==> config.mk <==
export PLATFORM = sky130hd
export DESIGN_NAME = ps2_key_tracker
export DESIGN_NICKNAME = d
export VERILOG_FILES = /design/src/rtl/ps2_pkg.sv /design/src/rtl/ps2_rx_frame.sv /design/src/rtl/ps2_key_tracker.sv
export SDC_FILE = /design/constraint.sdc
export NUM_CORES = 1
export LEC_CHECK = 0
export BUFFER_PORTS_ARGS = -buffer_cell sky130_fd_sc_hd__buf_2
export CORE_AREA = 2 2 83 85
export DETAILED_ROUTE_END_ITERATION = 6
export DIE_AREA = 0 0 85 87
export HOLD_SLACK_MARGIN = 0.08
export PLACE_DENSITY_LB_ADDON = 0.05
export SYNTH_ARGS = -nofsm -noshare
export SYNTH_HDL_FRONTEND = slang
export SYNTH_HIERARCHICAL = 1
export SYNTH_SLANG_ARGS = --single-unit
==> constraint.sdc <==
create_clock -name clk -period 2.5 [get_ports clk]
set_input_delay 0.125 -clock clk [delete_from_list [all_inputs] [get_ports clk]]
set_output_delay 0.125 -clock clk [all_outputs]
set_load 0.005 [all_outputs]
==> src/rtl/ps2_pkg.sv <==
// Shared PS/2 definitions: prefix bytes, non-key codes, decoder state encoding
// and frame geometry used by the receiver and the key tracker.
package ps2_pkg;

  localparam logic [7:0] PS2_EXT = 8'hE0;
  localparam logic [7:0] PS2_BRK = 8'hF0;

  // Keyboard status/response bytes that never name a key
  localparam logic [7:0] PS2_NK_ERR0 = 8'h00;
  localparam logic [7:0] PS2_NK_BAT  = 8'hAA;
  localparam logic [7:0] PS2_NK_ECHO = 8'hEE;
  localparam logic [7:0] PS2_NK_ACK  = 8'hFA;
  localparam logic [7:0] PS2_NK_BATF = 8'hFC;
  localparam logic [7:0] PS2_NK_RSND = 8'hFE;
  localparam logic [7:0] PS2_NK_ERR1 = 8'hFF;

  localparam int unsigned BIT_CNT_W  = 4;
  localparam int unsigned FRAME_LAST = 10;

  typedef enum logic [1:0] {
    ST_IDLE    = 2'd0,
    ST_EXT     = 2'd1,
    ST_BRK     = 2'd2,
    ST_EXT_BRK = 2'd3
  } dec_state_e;

  function automatic logic is_nonkey(input logic [7:0] b);
    return (b == PS2_NK_ERR0) || (b == PS2_NK_BAT)  || (b == PS2_NK_ECHO) ||
           (b == PS2_NK_ACK)  || (b == PS2_NK_BATF) || (b == PS2_NK_RSND) ||
           (b == PS2_NK_ERR1);
  endfunction

endpackage

==> src/rtl/ps2_rx_frame.sv <==
// PS/2 frame receiver: synchronises ps2_clk/ps2_data, detects falling edges,
// shifts in an 11-bit frame and checks start, odd parity, stop and timeout.
// Ports:
//   clk, reset_n         system clock, async active-low reset
//   i_ps2_clk/i_ps2_data raw keyboard lines
//   o_byte               received data byte (valid with o_byte_rdy)
//   o_byte_rdy           1-cycle pulse, good frame
//   o_frame_err          1-cycle pulse, bad start/parity/stop or timeout
module ps2_rx_frame
  import ps2_pkg::*;
#(
  parameter int unsigned SYNC_STAGES = 2,
  parameter int unsigned TIMEOUT_CYC = 50000
) (
  input  logic       clk,
  input  logic       reset_n,
  input  logic       i_ps2_clk,
  input  logic       i_ps2_data,
  output logic [7:0] o_byte,
  output logic       o_byte_rdy,
  output logic       o_frame_err
);

  localparam int unsigned TO_W = $clog2(TIMEOUT_CYC + 1);

  logic [SYNC_STAGES-1:0] r_clk_sync;
  logic [SYNC_STAGES-1:0] r_dat_sync;
  logic                   r_clk_prev;
  logic [BIT_CNT_W-1:0]   r_bit_cnt;
  logic [8:0]             r_shift;
  logic [TO_W-1:0]        r_to_cnt;
  logic [7:0]             r_byte;
  logic                   r_byte_rdy;
  logic                   r_frame_err;

  logic w_clk_s;
  logic w_dat_s;
  logic w_fall;

  assign w_clk_s = r_clk_sync[SYNC_STAGES-1];
  assign w_dat_s = r_dat_sync[SYNC_STAGES-1];
  assign w_fall  = r_clk_prev & ~w_clk_s;

  // Sync chains, frame shift register, bit counter and inactivity timer
  always_ff @(posedge clk or negedge reset_n) begin
    if (!reset_n) begin
      r_clk_sync  <= '1;
      r_dat_sync  <= '1;
      r_clk_prev  <= 1'b1;
      r_bit_cnt   <= '0;
      r_shift     <= '0;
      r_to_cnt    <= '0;
      r_byte      <= '0;
      r_byte_rdy  <= 1'b0;
      r_frame_err <= 1'b0;
    end else begin
      r_clk_sync  <= {r_clk_sync[SYNC_STAGES-2:0], i_ps2_clk};
      r_dat_sync  <= {r_dat_sync[SYNC_STAGES-2:0], i_ps2_data};
      r_clk_prev  <= w_clk_s;
      r_byte_rdy  <= 1'b0;
      r_frame_err <= 1'b0;
      if (w_fall) begin
        r_to_cnt <= '0;
        if (r_bit_cnt == '0) begin
          if (w_dat_s) r_frame_err <= 1'b1;
          else         r_bit_cnt   <= BIT_CNT_W'(1);
        end else if (r_bit_cnt == BIT_CNT_W'(FRAME_LAST)) begin
          // r_shift holds parity in [8] and d7..d0 in [7:0]
          if ((^r_shift) && w_dat_s) begin
            r_byte     <= r_shift[7:0];
            r_byte_rdy <= 1'b1;
          end else begin
            r_frame_err <= 1'b1;
          end
          r_bit_cnt <= '0;
        end else begin
          r_shift   <= {w_dat_s, r_shift[8:1]};
          r_bit_cnt <= r_bit_cnt + BIT_CNT_W'(1);
        end
      end else if (r_bit_cnt != '0) begin
        if (r_to_cnt == TO_W'(TIMEOUT_CYC - 1)) begin
          r_frame_err <= 1'b1;
          r_bit_cnt   <= '0;
          r_to_cnt    <= '0;
        end else begin
          r_to_cnt <= r_to_cnt + TO_W'(1);
        end
      end else begin
        r_to_cnt <= '0;
      end
    end
  end

  assign o_byte      = r_byte;
  assign o_byte_rdy  = r_byte_rdy;
  assign o_frame_err = r_frame_err;

endmodule

==> src/rtl/ps2_key_tracker.sv <==
// PS/2 keyboard front end: decodes E0/F0-prefixed scan codes and tracks the
// single currently held key for the tone generator.
// Ports:
//   clk, reset_n        system clock, async active-low reset
//   ps2_clk, ps2_data   raw keyboard lines
//   kb_code             last make code (held after release)
//   ken                 key kb_code currently held
//   extended            kb_code was E0-prefixed
//   key_valid/key_break 1-cycle make/break event, key_break qualifies
//   frame_err           1-cycle pulse on a dropped frame
module ps2_key_tracker
  import ps2_pkg::*;
#(
  parameter int unsigned SYNC_STAGES = 2,
  parameter int unsigned TIMEOUT_CYC = 50000
) (
  input  logic       clk,
  input  logic       reset_n,
  input  logic       ps2_clk,
  input  logic       ps2_data,
  output logic [7:0] kb_code,
  output logic       ken,
  output logic       extended,
  output logic       key_valid,
  output logic       key_break,
  output logic       frame_err
);

  logic [7:0] w_byte;
  logic       w_byte_rdy;
  logic       w_rx_err;

  ps2_rx_frame #(
    .SYNC_STAGES (SYNC_STAGES),
    .TIMEOUT_CYC (TIMEOUT_CYC)
  ) u_rx (
    .clk         (clk),
    .reset_n     (reset_n),
    .i_ps2_clk   (ps2_clk),
    .i_ps2_data  (ps2_data),
    .o_byte      (w_byte),
    .o_byte_rdy  (w_byte_rdy),
    .o_frame_err (w_rx_err)
  );

  dec_state_e r_state;
  logic [7:0] r_kb_code;
  logic       r_ken;
  logic       r_extended;
  logic       r_key_valid;
  logic       r_key_break;
  logic       r_frame_err;

  logic w_nonkey;
  logic w_prefix;
  logic w_ext_now;
  logic w_brk_now;

  assign w_nonkey  = is_nonkey(w_byte);
  assign w_prefix  = (w_byte == PS2_EXT) || (w_byte == PS2_BRK);
  assign w_ext_now = (r_state == ST_EXT) || (r_state == ST_EXT_BRK);
  assign w_brk_now = (r_state == ST_BRK) || (r_state == ST_EXT_BRK);

  // Prefix decoder and held-key registers
  always_ff @(posedge clk or negedge reset_n) begin
    if (!reset_n) begin
      r_state     <= ST_IDLE;
      r_kb_code   <= '0;
      r_ken       <= 1'b0;
      r_extended  <= 1'b0;
      r_key_valid <= 1'b0;
      r_key_break <= 1'b0;
      r_frame_err <= 1'b0;
    end else begin
      r_key_valid <= 1'b0;
      r_key_break <= 1'b0;
      r_frame_err <= 1'b0;
      if (w_rx_err) begin
        r_frame_err <= 1'b1;
        r_state     <= ST_IDLE;
      end else if (w_byte_rdy) begin
        if (w_nonkey) begin
          r_state <= ST_IDLE;
        end else if (w_prefix) begin
          case (r_state)
            ST_IDLE: r_state <= (w_byte == PS2_EXT) ? ST_EXT : ST_BRK;
            ST_EXT:  r_state <= (w_byte == PS2_EXT) ? ST_EXT : ST_EXT_BRK;
            default: r_state <= ST_IDLE;
          endcase
        end else begin
          r_state     <= ST_IDLE;
          r_key_valid <= 1'b1;
          if (w_brk_now) begin
            r_key_break <= 1'b1;
            // Releasing a key other than the held one leaves the tone on
            if ((w_byte == r_kb_code) && (w_ext_now == r_extended))
              r_ken <= 1'b0;
          end else begin
            r_kb_code  <= w_byte;
            r_extended <= w_ext_now;
            r_ken      <= 1'b1;
          end
        end
      end
    end
  end

  assign kb_code   = r_kb_code;
  assign ken       = r_ken;
  assign extended  = r_extended;
  assign key_valid = r_key_valid;
  assign key_break = r_key_break;
  assign frame_err = r_frame_err;

endmodule

Word-level counts from Yosys, hierarchy flattened
Cells that the tools add are included.
{"block": "op_classes", "n_bitwise": 8, "n_mux": 39, "n_reduce_logical": 24, "addsub": 2, "eq_ne": 17}
{"operator": "== test 8 bit, second input constant", "n": 8}
{"operator": "two-way mux 16 bit", "n": 3}
{"operator": "two-way mux 4 bit", "n": 6}
{"operator": "two-way mux 1 bit", "n": 23}
{"operator": "adder 16 x 1 -> 16 bit, second input constant", "n": 1}
{"operator": "== test 16 bit, second input constant", "n": 1}
{"operator": "two-way mux 2 bit", "n": 6}
{"operator": "AND reduction 5 bit", "n": 2}
{"operator": "logical OR 1 bit", "n": 9}
{"operator": "parity 9 bit", "n": 1}
{"operator": "== test 8 bit", "n": 1}
{"operator": "logical NOT 8 bit", "n": 1}
{"operator": "NOT 1 bit", "n": 7}
{"operator": "AND reduction 3 bit", "n": 2}
{"operator": "nonzero test 2 bit", "n": 3}
{"operator": "adder 4 x 1 -> 4 bit, second input constant", "n": 1}
{"operator": "== test 2 bit, second input constant", "n": 2}
{"operator": "== test 4 bit, second input constant", "n": 1}
{"operator": "logical NOT 4 bit", "n": 1}
{"operator": "case mux 2 bit (2 select lines)", "n": 1}
{"operator": "AND reduction 4 bit", "n": 1}
{"operator": "nonzero test 4 bit", "n": 1}
{"operator": "inequality test 3 bit, second input constant", "n": 1}
{"operator": "== test 2 x 1 -> 1 bit, second input constant", "n": 1}
{"operator": "5 further kinds", "n": 6}
{"block": "word_totals", "inputBits": 4, "out_inout_bits": 13, "word_cells": 106, "register_bits": 59}

Logic depth before layout (Yosys ltp)
Gate-level depths: netlist of the first run.
{"block": "logic_depth", "word_depth": 10, "mapped_depth": 7, "mapped_depth_nobuf": 6}

Hierarchy
Netlist of the first run, hierarchy kept.
{"module": "ps2_rx_frame", "area_per_inst_um2": 2063.2, "cells_per_inst": 188, "instances": 1, "seq_area_each_um2": 1107.3}
{"module": "ps2_key_tracker", "area_per_inst_um2": 788.3, "cells_per_inst": 60, "instances": 1, "seq_area_each_um2": 375.4}

Least setup slack after synthesis of the first run
Ideal clock, no wire load.
{"block": "synth_path", "kind": "register -> register", "startpoint": "reg u_rx.r_byte[4] (netlist: u_rx/o_byte[4])", "endpoint": "reg r_extended (netlist: extended)", "setup_time_ns": 0.125, "path_slack_ns": 0.438, "period_less_slack_ns": 2.062, "required_time_ns": 2.375, "t_arrival_ns": 1.937, "n_path_buf": 2, "stages_incl_launch_ff": 8, "cell_sequence": "dfrtp_1 -> buf_6 -> maj3_2 -> a22o_1 -> a2111oi_4 -> and2b_1 -> buf_6 -> mux2_4"}
{"block": "synth_via", "elab_chain_len": 9, "word_cells_on_any_way": 19, "classes_between": "eq/ne (8); bitwise (2); reduce/logical (9)"}
{"element": "start: declaration", "line_no": "ps2_rx_frame.sv:32", "text": "logic [7:0] r_byte;"}
{"element": "start signal: assignment", "line_no": "ps2_rx_frame.sv:70", "text": "r_byte <= r_shift[7:0];"}
{"element": "== test 8 bit / logical NOT 8 bit (equally long branches)", "line_no": "ps2_pkg.sv:28", "text": "return (b == PS2_NK_ERR0) || (b == PS2_NK_BAT) || (b == PS2_NK_ECHO) ||"}
{"element": "logical OR 1 bit (3 in a row)", "line_no": "ps2_pkg.sv:28"}
{"element": "logical OR 1 bit (3 in a row)", "line_no": "ps2_pkg.sv:29", "text": "(b == PS2_NK_ACK) || (b == PS2_NK_BATF) || (b == PS2_NK_RSND) ||"}
{"element": "NOT 1 bit (no line)"}
{"element": "AND reduction 5 bit (no line) (*)"}
{"element": "end signal: assignment", "line_no": "ps2_key_tracker.sv:100", "text": "r_extended <= w_ext_now;"}
{"element": "end: declaration", "line_no": "ps2_key_tracker.sv:49", "text": "logic r_extended;"}
Every way passes the cells marked *; elsewhere a longest branch is shown, timed or not.
A chain may end at the register's enable or synchronous reset.

Final worst setup path of the first run
{"block": "layout_path", "startpoint": "reg u_rx.r_byte[4] (netlist: u_rx/o_byte[4])", "endpoint": "reg r_kb_code[2] (netlist: kb_code[2])"}
{"block": "layout_via", "elab_chain_len": 9, "word_cells_on_any_way": 19, "classes_between": "eq/ne (8); bitwise (2); reduce/logical (9)"}
{"element": "== test 8 bit / logical NOT 8 bit (equally long branches)", "line_no": "ps2_pkg.sv:28"}
{"element": "logical OR 1 bit (3 in a row)", "line_no": "ps2_pkg.sv:28"}
{"element": "logical OR 1 bit (3 in a row)", "line_no": "ps2_pkg.sv:29"}
{"element": "NOT 1 bit (no line)"}
{"element": "AND reduction 5 bit (no line) (*)"}
{"element": "end signal: assignment", "line_no": "ps2_key_tracker.sv:99", "text": "r_kb_code <= w_byte;"}
{"element": "end: declaration", "line_no": "ps2_key_tracker.sv:47", "text": "logic [7:0] r_kb_code;"}
Marked as above.

==> tab_implementation.tex, run 1 <==
\begin{tabular}{lr}
\hline
Metric & Value \\
\hline
\multicolumn{2}{l}{\textbf{Setup path}} \\
Worst Path Buf+Inv & 1 \\
Critical path's largest stage delay & 0.49 ns \\
CP required & 2.72 ns \\
Worst r2r src & u\_rx/o\_byte[4] \\
Number of cells on the critical path & 6 \\
Critical Path Slowest Stage Cell & sky130\_fd\_sc\_hd\_\_dfrtp\_1 \\
Category of the most critical setup path & register to register \\
Data arrival at the endpoint of the critical path & 2.45 ns \\
Worst path cell trace & maj3\_2, a22o\_1, a2111oi\_4, and2b\_1, buf\_4, mux2\_4 \\
Cell class contributing the biggest share of worst-path delay & compound AO/OA/AOI/OAI gates \\
Setup slack of the most critical reg-to-reg path & 0.27 ns \\
Worst R2R End & kb\_code[2] \\
Largest fanout on the critical path & 10 \\
Crit start category & register \\
Depth of the worst register-to-register path & 6 \\
Category of the worst setup path capture point & register \\
\multicolumn{2}{l}{\textbf{Timing}} \\
Setup\_tns & 0 ns \\
Final period demand of the worst path & 2.232 ns \\
Fmax & 448.1 MHz \\
RSZ-0062 raised after global routing & no \\
Total count of hold-check failures in the final report & 0 \\
Clk\_skew & 0.008037 ns \\
Worst hold margin & 0.3570 ns \\
Count of endpoints failing setup in the final report & 0 \\
Transition time at the pin with the least slew margin & 0.7235 ns \\
Worst setup slack after layout & 0.2684 ns \\
Share of the clock period used by the worst path after layout & 0.8927 \\
Final-report max-slew violation count & 0 \\
Remaining max-slew budget at the tightest pin & 0.5177 \\
\multicolumn{2}{l}{\textbf{Floorplan}} \\
Horizontal die dimension & 85 um \\
Placeable core area & 0.006569 mm2 \\
Die Footprint & 0.007395 mm2 \\
\# IOs & 17 \\
Vertical die dimension & 87 um \\
Initial standard-cell utilization of the core & 0.4341 \\
Number of core rows & 30 \\
\multicolumn{2}{l}{\textbf{Global route}} \\
Largest net degree at the start of global routing & 34 \\
Total congestion overflow & 0 \\
Total GRT Usage & 0.1581 \\
Number of antenna violations at the first check in global routing & 0 \\
Number of global-route vias before repair & 1,878 \\
Wire length of the first global-routing pass & 9.087 mm \\
\multicolumn{2}{l}{\textbf{Logic synthesis}} \\
Adder and majority cell fraction of the synthesized area & 0.02150 \\
Post-synthesis cell area & 0.002851 mm2 \\
Simple-gate share of the synthesized area & 0.1865 \\
Cells after synthesis & 248 \\
Top\_reg\_cell synth & sky130\_fd\_sc\_hd\_\_dfrtp\_1 \\
Synth Area in Compound Gates & 0.05573 \\
Mean instance size in the synthesized netlist & 11.50 um2 \\
Post-synthesis net count & 256 \\
Combinational family with the most area after synthesis & simple AND/OR/NAND/NOR gates \\
Number of unique standard cell types used by synthesis & 50 \\
Count of flip-flops with a built-in enable after synthesis & 0 \\
Share of synthesized area spent on multiplexers & 0.09039 \\
Flops \& latches, synth & 59 \\
Asr flop ratio synth & 1.000 \\
Xor and xnor area share after synthesis & 0.1044 \\
Synth warn & 6 \\
Fraction of the yosys area taken by sequential cells & 0.5200 \\
\multicolumn{2}{l}{\textbf{Clock network}} \\
Count of H-tree levels built during CTS & 3 \\
Clk slew on worst S/H paths & 0.07 ns \\
Latest clock arrival within the worst-skew pair & 0.34 ns \\
Clock sink count & 59 \\
CTS tree & built \\
Clock buffer depth & 2 \\
Post-CTS setup-driven buffer insertion count & 0 \\
Cell at the root of the clock tree & sky130\_fd\_sc\_hd\_\_clkbuf\_8 \\
Number of buffers created by CTS & 9 \\
\multicolumn{2}{l}{\textbf{Place}} \\
Detailed-placement wirelength estimate & 3.580 mm \\
Post-placement setup slack & 0.1130 ns \\
Cell total after placement & 344 \\
Number of buffers added on ports & 16 \\
Final weighted congestion of routability-driven global placement & 0.7155 \\
Placed cell area & 0.003038 mm2 \\
\multicolumn{2}{l}{\textbf{Power}} \\
Pwr Total & 3.174 mW \\
Highest ir drop seen on vdd & 0.5233 mV \\
LEAKAGE & 1.568 nW \\
Power density normalized to cell area & 954.3 mW/mm2 \\
\multicolumn{2}{l}{\textbf{Cells and area}} \\
Sequential cell area in the final layout & 0.001483 mm2 \\
Non-filler instance count after layout & 363 \\
Antenna Cells & 0 \\
Number of filler cells placed in the layout & 601 \\
Most used cells in the layout excluding fill and tap cells & 54 x sky130\_fd\_sc\_hd\_\_dfrtp\_1, 33 x sky130\_fd\_sc\_hd\_\_nand2\_1, 19 x sky130\_fd\_sc\_hd\_\_nor2\_1 \\
Utilization of the core after routing & 0.5063 \\
Final \#Nets & 286 \\
Footprint of the multi-input gates & 0.001316 mm2 \\
Area of all placed cells without fillers & 0.003326 mm2 \\
Most common cell after layout, fill and taps aside & sky130\_fd\_sc\_hd\_\_dfrtp\_1 \\
Fraction of final layout cells sized beyond drive strength 1 & 0.2438 \\
Synth-to-layout area growth & 16.63\% \\
\multicolumn{2}{l}{\textbf{Detailed routing}} \\
Count of routing violations after the opening detailed-route iteration & 94 \\
Number of iterations in the first detailed-routing pass & 4 \\
Residual antenna-violating net count after detailed routing & 0 \\
Wire length per cell & 14.22 um \\
Routed WL & 5.162 mm \\
Number of vias after detailed routing & 1,892 \\
Residual DRC & 0 \\
Vias per cell & 5.212 \\
\multicolumn{2}{l}{\textbf{Min path}} \\
Hold path cells & 0 \\
Worst-case hold path end point & u\_rx/r\_dat\_sync[1] \\
Class of the most critical hold timing path & register to register \\
Critical hold path startpoint & u\_rx/r\_dat\_sync[0] \\
\multicolumn{2}{l}{\textbf{Job}} \\
Max-Cap Viols & 0 \\
\multicolumn{2}{l}{\textbf{Run status}} \\
Run status & completed \\
\hline
\end{tabular}
cells in the mapped netlist, types with 2 or more instances:
cell                       instances  share of area
sky130_fd_sc_hd__a21oi_1           2         0.0035
sky130_fd_sc_hd__and3_1            4         0.0088
sky130_fd_sc_hd__buf_6             2         0.0079
sky130_fd_sc_hd__clkbuf_1          3         0.0039
sky130_fd_sc_hd__dfrtp_1          54           0.47
sky130_fd_sc_hd__dfstp_2           5          0.046
sky130_fd_sc_hd__ha_1              4          0.018
sky130_fd_sc_hd__inv_1             6         0.0079
sky130_fd_sc_hd__mux2_2            8          0.032
sky130_fd_sc_hd__mux2_4            9          0.047
sky130_fd_sc_hd__nand2_1          33          0.043
sky130_fd_sc_hd__nand3_1          14          0.025
sky130_fd_sc_hd__nand4_1          10          0.022
sky130_fd_sc_hd__nor2_1           19          0.025
sky130_fd_sc_hd__nor3_1            4         0.0070
sky130_fd_sc_hd__nor4_1            7          0.015
sky130_fd_sc_hd__o211ai_1          2         0.0053
sky130_fd_sc_hd__o21ai_0           3         0.0053
sky130_fd_sc_hd__or3_1             3         0.0066
sky130_fd_sc_hd__or4_1             2         0.0053
sky130_fd_sc_hd__xnor2_1          16          0.049
sky130_fd_sc_hd__xor2_1           10          0.031
worst register-to-register path, cell delays in order, from the launching register on:
cell,delay [ns]
sky130_fd_sc_hd__dfrtp_1,0.49
sky130_fd_sc_hd__maj3_2,0.34
sky130_fd_sc_hd__a22o_1,0.21
sky130_fd_sc_hd__a2111oi_4,0.38
sky130_fd_sc_hd__and2b_1,0.17
sky130_fd_sc_hd__buf_4,0.21
sky130_fd_sc_hd__mux2_4,0.32
worst max-delay path by stage:
stage,start,endpoint,slack (ns)
3_3_place_gp,u_rx/r_to_cnt[0],u_rx/r_to_cnt[11],0.16
3_5_place_dp,u_rx/r_to_cnt[0],u_rx/r_to_cnt[4],0.11
4_1_cts,u_rx/r_to_cnt[0],u_rx/r_to_cnt[7],0.11
2_1_floorplan,u_rx/o_byte[4],extended,0.44
5_1_grt,u_rx/o_byte[4],kb_code[5],0.17
6_report,u_rx/o_byte[4],kb_code[2],0.27
power by group:
part           switching, mW  internal [mW]  leakage [nW]
sequential             0.188           1.10         0.789
combinational          0.364          0.430         0.656
clock                  0.398          0.691         0.123
flip-flops by register name (all words and copies together), names as in the netlist:
register / flops
extended: 1
frame_err: 1
kb_code: 8
ken: 1
key_break: 1
key_valid: 1
r_state: 2
u_rx/o_byte: 8
u_rx/o_byte_rdy: 1
u_rx/o_frame_err: 1
u_rx/r_bit_cnt: 4
u_rx/r_clk_prev: 1
u_rx/r_clk_sync: 2
u_rx/r_dat_sync: 2
u_rx/r_shift: 9
u_rx/r_to_cnt: 16
repair_timing:
action	4_1_cts	5_1_grt
hold buffers	3	0
resized for setup	0	1
setup endpoints to repair	0	13
hold endpoints to repair	33	0
area by class of cell:
class | instances | area share
flip-flops and latches | 59 | 0.4458
multi-input cells | 177 | 0.3958
repair buffers | 25 | 0.04665
clock buffers | 10 | 0.04138
clock inverters | 6 | 0.03348
well taps | 80 | 0.03010
inverters | 6 | 0.006772
routing by layer:
| metal | share of wire | up-vias | global-route usage |
|---|---|---|---|
| met3 | 0.034 | 10 | 0.04360 |
| met4 | 0.021 | 0 | 0.06926 |
| li1 | - | 932 | - |
| met5 | 0 | - | 0 |
| met1 | 0.47 | 911 | 0.1966 |
| met2 | 0.48 | 39 | 0.2585 |
kinds of logic after synthesis:
kind of cell | after synthesis
muxes | 19
buffers and inverters | 12
xor gates and xnor gates | 29
and+or+nand+nor | 106
AOI/OAI and AO/OA | 18
DFF | 59
adders and majority gates | 5
No activity file was read; power rests on OpenSTA's default activity.
==> inputs of run 2 (changes only) <==
REMOVE_ABC_BUFFERS = 1   (was not set)
SETUP_SLACK_MARGIN = 0.15   (was not set)
clock period = 2.16 ns   (was 2.5 ns; I/O delays follow)
==> run 2 against run 1 <==
  * Sequential share of layout area shrank 2.0 points
  * Largest cell class unchanged
  * Register-to-register slack lost 0.14 ns
  * Final cell count grew 6.3%
  * Global-route usage grew 0.19 points
  * Maximum frequency grew 9.7%
  * Worst hold slack lost 0.13 ns
==> tab_implementation.tex, run 2 (same netlist as run 1, synthesis figures left out) <==
\begin{tabular}{lr}
\hline
Metric & Value \\
\hline
\multicolumn{2}{l}{\textbf{Setup path}} \\
Worst r2r src & u\_rx/o\_byte[4] \\
Category of the worst setup path capture point & register \\
CP required & 2.38 ns \\
Critical Path Source & u\_rx/o\_byte[4] \\
Number of cells on the critical path & 6 \\
Last element of the critical path & kb\_code[5] \\
Critical path's largest stage delay & 0.57 ns \\
Cell class contributing the biggest share of worst-path delay & simple AND/OR/NAND/NOR gates \\
Setup slack of the most critical reg-to-reg path & 0.13 ns \\
Largest fanout on the critical path & 10 \\
Category of the most critical setup path & register to register \\
Depth of the worst register-to-register path & 6 \\
Worst path cell trace & or4\_1, a21oi\_2, a2111oi\_4, and2b\_1, buf\_12, mux2\_4 \\
Critical Path Slowest Stage Cell & sky130\_fd\_sc\_hd\_\_or4\_1 \\
Worst Path Buf+Inv & 1 \\
Crit start category & register \\
Data arrival at the endpoint of the critical path & 2.25 ns \\
Worst R2R End & kb\_code[5] \\
\multicolumn{2}{l}{\textbf{Detailed routing}} \\
Routed WL & 5.289 mm \\
Count of routing violations after the opening detailed-route iteration & 33 \\
Residual antenna-violating net count after detailed routing & 0 \\
Number of vias after detailed routing & 1,956 \\
Wire length per cell & 13.70 um \\
Residual DRC & 0 \\
Vias per cell & 5.067 \\
Number of iterations in the first detailed-routing pass & 4 \\
\multicolumn{2}{l}{\textbf{Clock network}} \\
Number of buffers created by CTS & 9 \\
Clock sink count & 59 \\
Clock buffer depth & 2 \\
Count of H-tree levels built during CTS & 3 \\
Clk slew on worst S/H paths & 0.06 ns \\
Cell at the root of the clock tree & sky130\_fd\_sc\_hd\_\_clkbuf\_8 \\
Latest clock arrival within the worst-skew pair & 0.33 ns \\
CTS tree & built \\
\multicolumn{2}{l}{\textbf{Cells and area}} \\
Most common cell after layout, fill and taps aside & sky130\_fd\_sc\_hd\_\_dfrtp\_1 \\
Final \#Nets & 311 \\
Antenna Cells & 0 \\
Fraction of final layout cells sized beyond drive strength 1 & 0.3105 \\
Synth-to-layout area growth & 22.20\% \\
Registers with the most flip-flops & u\_rx/r\_to\_cnt (16), u\_rx/r\_shift (9) \\
Register with the most flip-flops & u\_rx/r\_to\_cnt \\
Most used cells in the layout excluding fill and tap cells & 53 x sky130\_fd\_sc\_hd\_\_dfrtp\_1, 33 x sky130\_fd\_sc\_hd\_\_nand2\_1, 29 x sky130\_fd\_sc\_hd\_\_buf\_4 \\
Largest register FFs & 16 \\
\multicolumn{2}{l}{\textbf{Floorplan}} \\
Horizontal die dimension & 85 um \\
Initial standard-cell utilization of the core & 0.4341 \\
Number of core rows & 30 \\
Placeable core area & 0.006569 mm2 \\
\# IOs & 17 \\
Vertical die dimension & 87 um \\
Die Footprint & 0.007395 mm2 \\
\multicolumn{2}{l}{\textbf{Timing}} \\
Final-report max-slew violation count & 0 \\
Setup\_tns & 0 ns \\
Worst hold margin & 0.2252 ns \\
Count of endpoints failing setup in the final report & 0 \\
Transition time at the pin with the least slew margin & 0.5868 ns \\
Share of the clock period used by the worst path after layout & 0.9418 \\
Final period demand of the worst path & 2.034 ns \\
Total count of hold-check failures in the final report & 0 \\
RSZ-0062 raised after global routing & yes \\
Remaining max-slew budget at the tightest pin & 0.6088 \\
Clk\_skew & 0.007031 ns \\
Fmax & 491.6 MHz \\
\multicolumn{2}{l}{\textbf{Place}} \\
Number of buffers added on ports & 16 \\
Final weighted congestion of routability-driven global placement & 0.7241 \\
Detailed-placement wirelength estimate & 3.905 mm \\
\multicolumn{2}{l}{\textbf{Min path}} \\
Class of the most critical hold timing path & input port to async pin \\
\multicolumn{2}{l}{\textbf{Global route}} \\
Number of antenna violations at the first check in global routing & 0 \\
Total GRT Usage & 0.1600 \\
Number of global-route vias before repair & 1,981 \\
Largest net degree at the start of global routing & 23 \\
Total congestion overflow & 0 \\
Wire length of the first global-routing pass & 9.114 mm \\
\multicolumn{2}{l}{\textbf{Job}} \\
Max-Cap Viols & 0 \\
\multicolumn{2}{l}{\textbf{Power}} \\
Pwr Total & 3.458 mW \\
LEAKAGE & 1.674 nW \\
Power density normalized to cell area & 992.3 mW/mm2 \\
Highest ir drop seen on vdd & 0.5996 mV \\
\multicolumn{2}{l}{\textbf{Run status}} \\
Run status & completed \\
\hline
\end{tabular}
==> run 2: cell count changes in the layout (fill, tap and decap cells not counted), sizes merged <==
cell / previous run / this run
buf: 22 / 47
bufinv: 3 / 1
clkbuf: 10 / 11
clkinv: 1 / 2
clkinvlp: 1 / 0
inv: 7 / 6
==> run 2: repair_timing <==
item / CTS / global route
gates resized for setup: 4 / 1
hold endpoints to repair: 18 / 0
hold buffers: 3 / 0
setup endpoints to repair: 25 / 28
buffers inserted: 2 / 2
==> run 2: report_power, final <==
part	internal [mW]	switching [mW]	leakage, nW
Clock	0.548	0.408	0.0950
Combinational	0.575	0.460	0.793
Sequential	1.28	0.188	0.787
==> run 2: worst reg2reg max path, delay by kind of cell, from the launching register on <==
kind	cells	cell delay, ns
AO/OA/AOI/OAI	2	0.28
buffers and inverters	1	0.15
flip-flops	1	0.43
AND/OR/NAND/NOR	2	0.77
multiplexers	1	0.29
==> run 2: worst min-delay path by stage <==
stage	to	slack, ns	cells past startpoint
2_1_floorplan	extended	-0.19	0
3_3_place_gp	kb_code[6]	0.05	1
3_5_place_dp	kb_code[7]	0.06	1
4_1_cts	kb_code[7]	0.23	2
5_1_grt	kb_code[0]	0.26	2
6_report	kb_code[7]	0.23	2
==> run 2: stage by stage <==
stage / util / cells / instance area [um2] / setup WS (ns)
after global placement: 0.4884 / 365 / 3208 / 0.03538
after floorplan: - / 242 / 2813 / -0.03454
after global routing: 0.5305 / 386 / 3485 / 0.05092
final: 0.5305 / 386 / 3485 / 0.1258
after CTS: 0.5255 / 384 / 3452 / 0.1201
after detailed placement: 0.4884 / 365 / 3208 / 0.01883
==> run 2: area by class of cell <==
cell class / count / area [um2]
Multi-Input combinational cell: 177 / 1329
Fill cell: 569 / 3084
Clock buffer: 11 / 141.4
Timing Repair Buffer: 50 / 367.9
Sequential cell: 59 / 1484
Inverter: 6 / 22.52
Clock inverter: 3 / 40.04
Tap cell: 80 / 100.1
==> run 2: routing by layer <==
| metal | wire (um) | global-route usage | vias to the layer above |
|---|---|---|---|
| li1 | - | - | 984 |
| met1 | 2454 | 0.1946 | 941 |
| met3 | 193 | 0.04550 | 7 |
| met2 | 2570 | 0.2685 | 24 |
| met4 | 70 | 0.06494 | 0 |
| met5 | 0 | 0 | - |
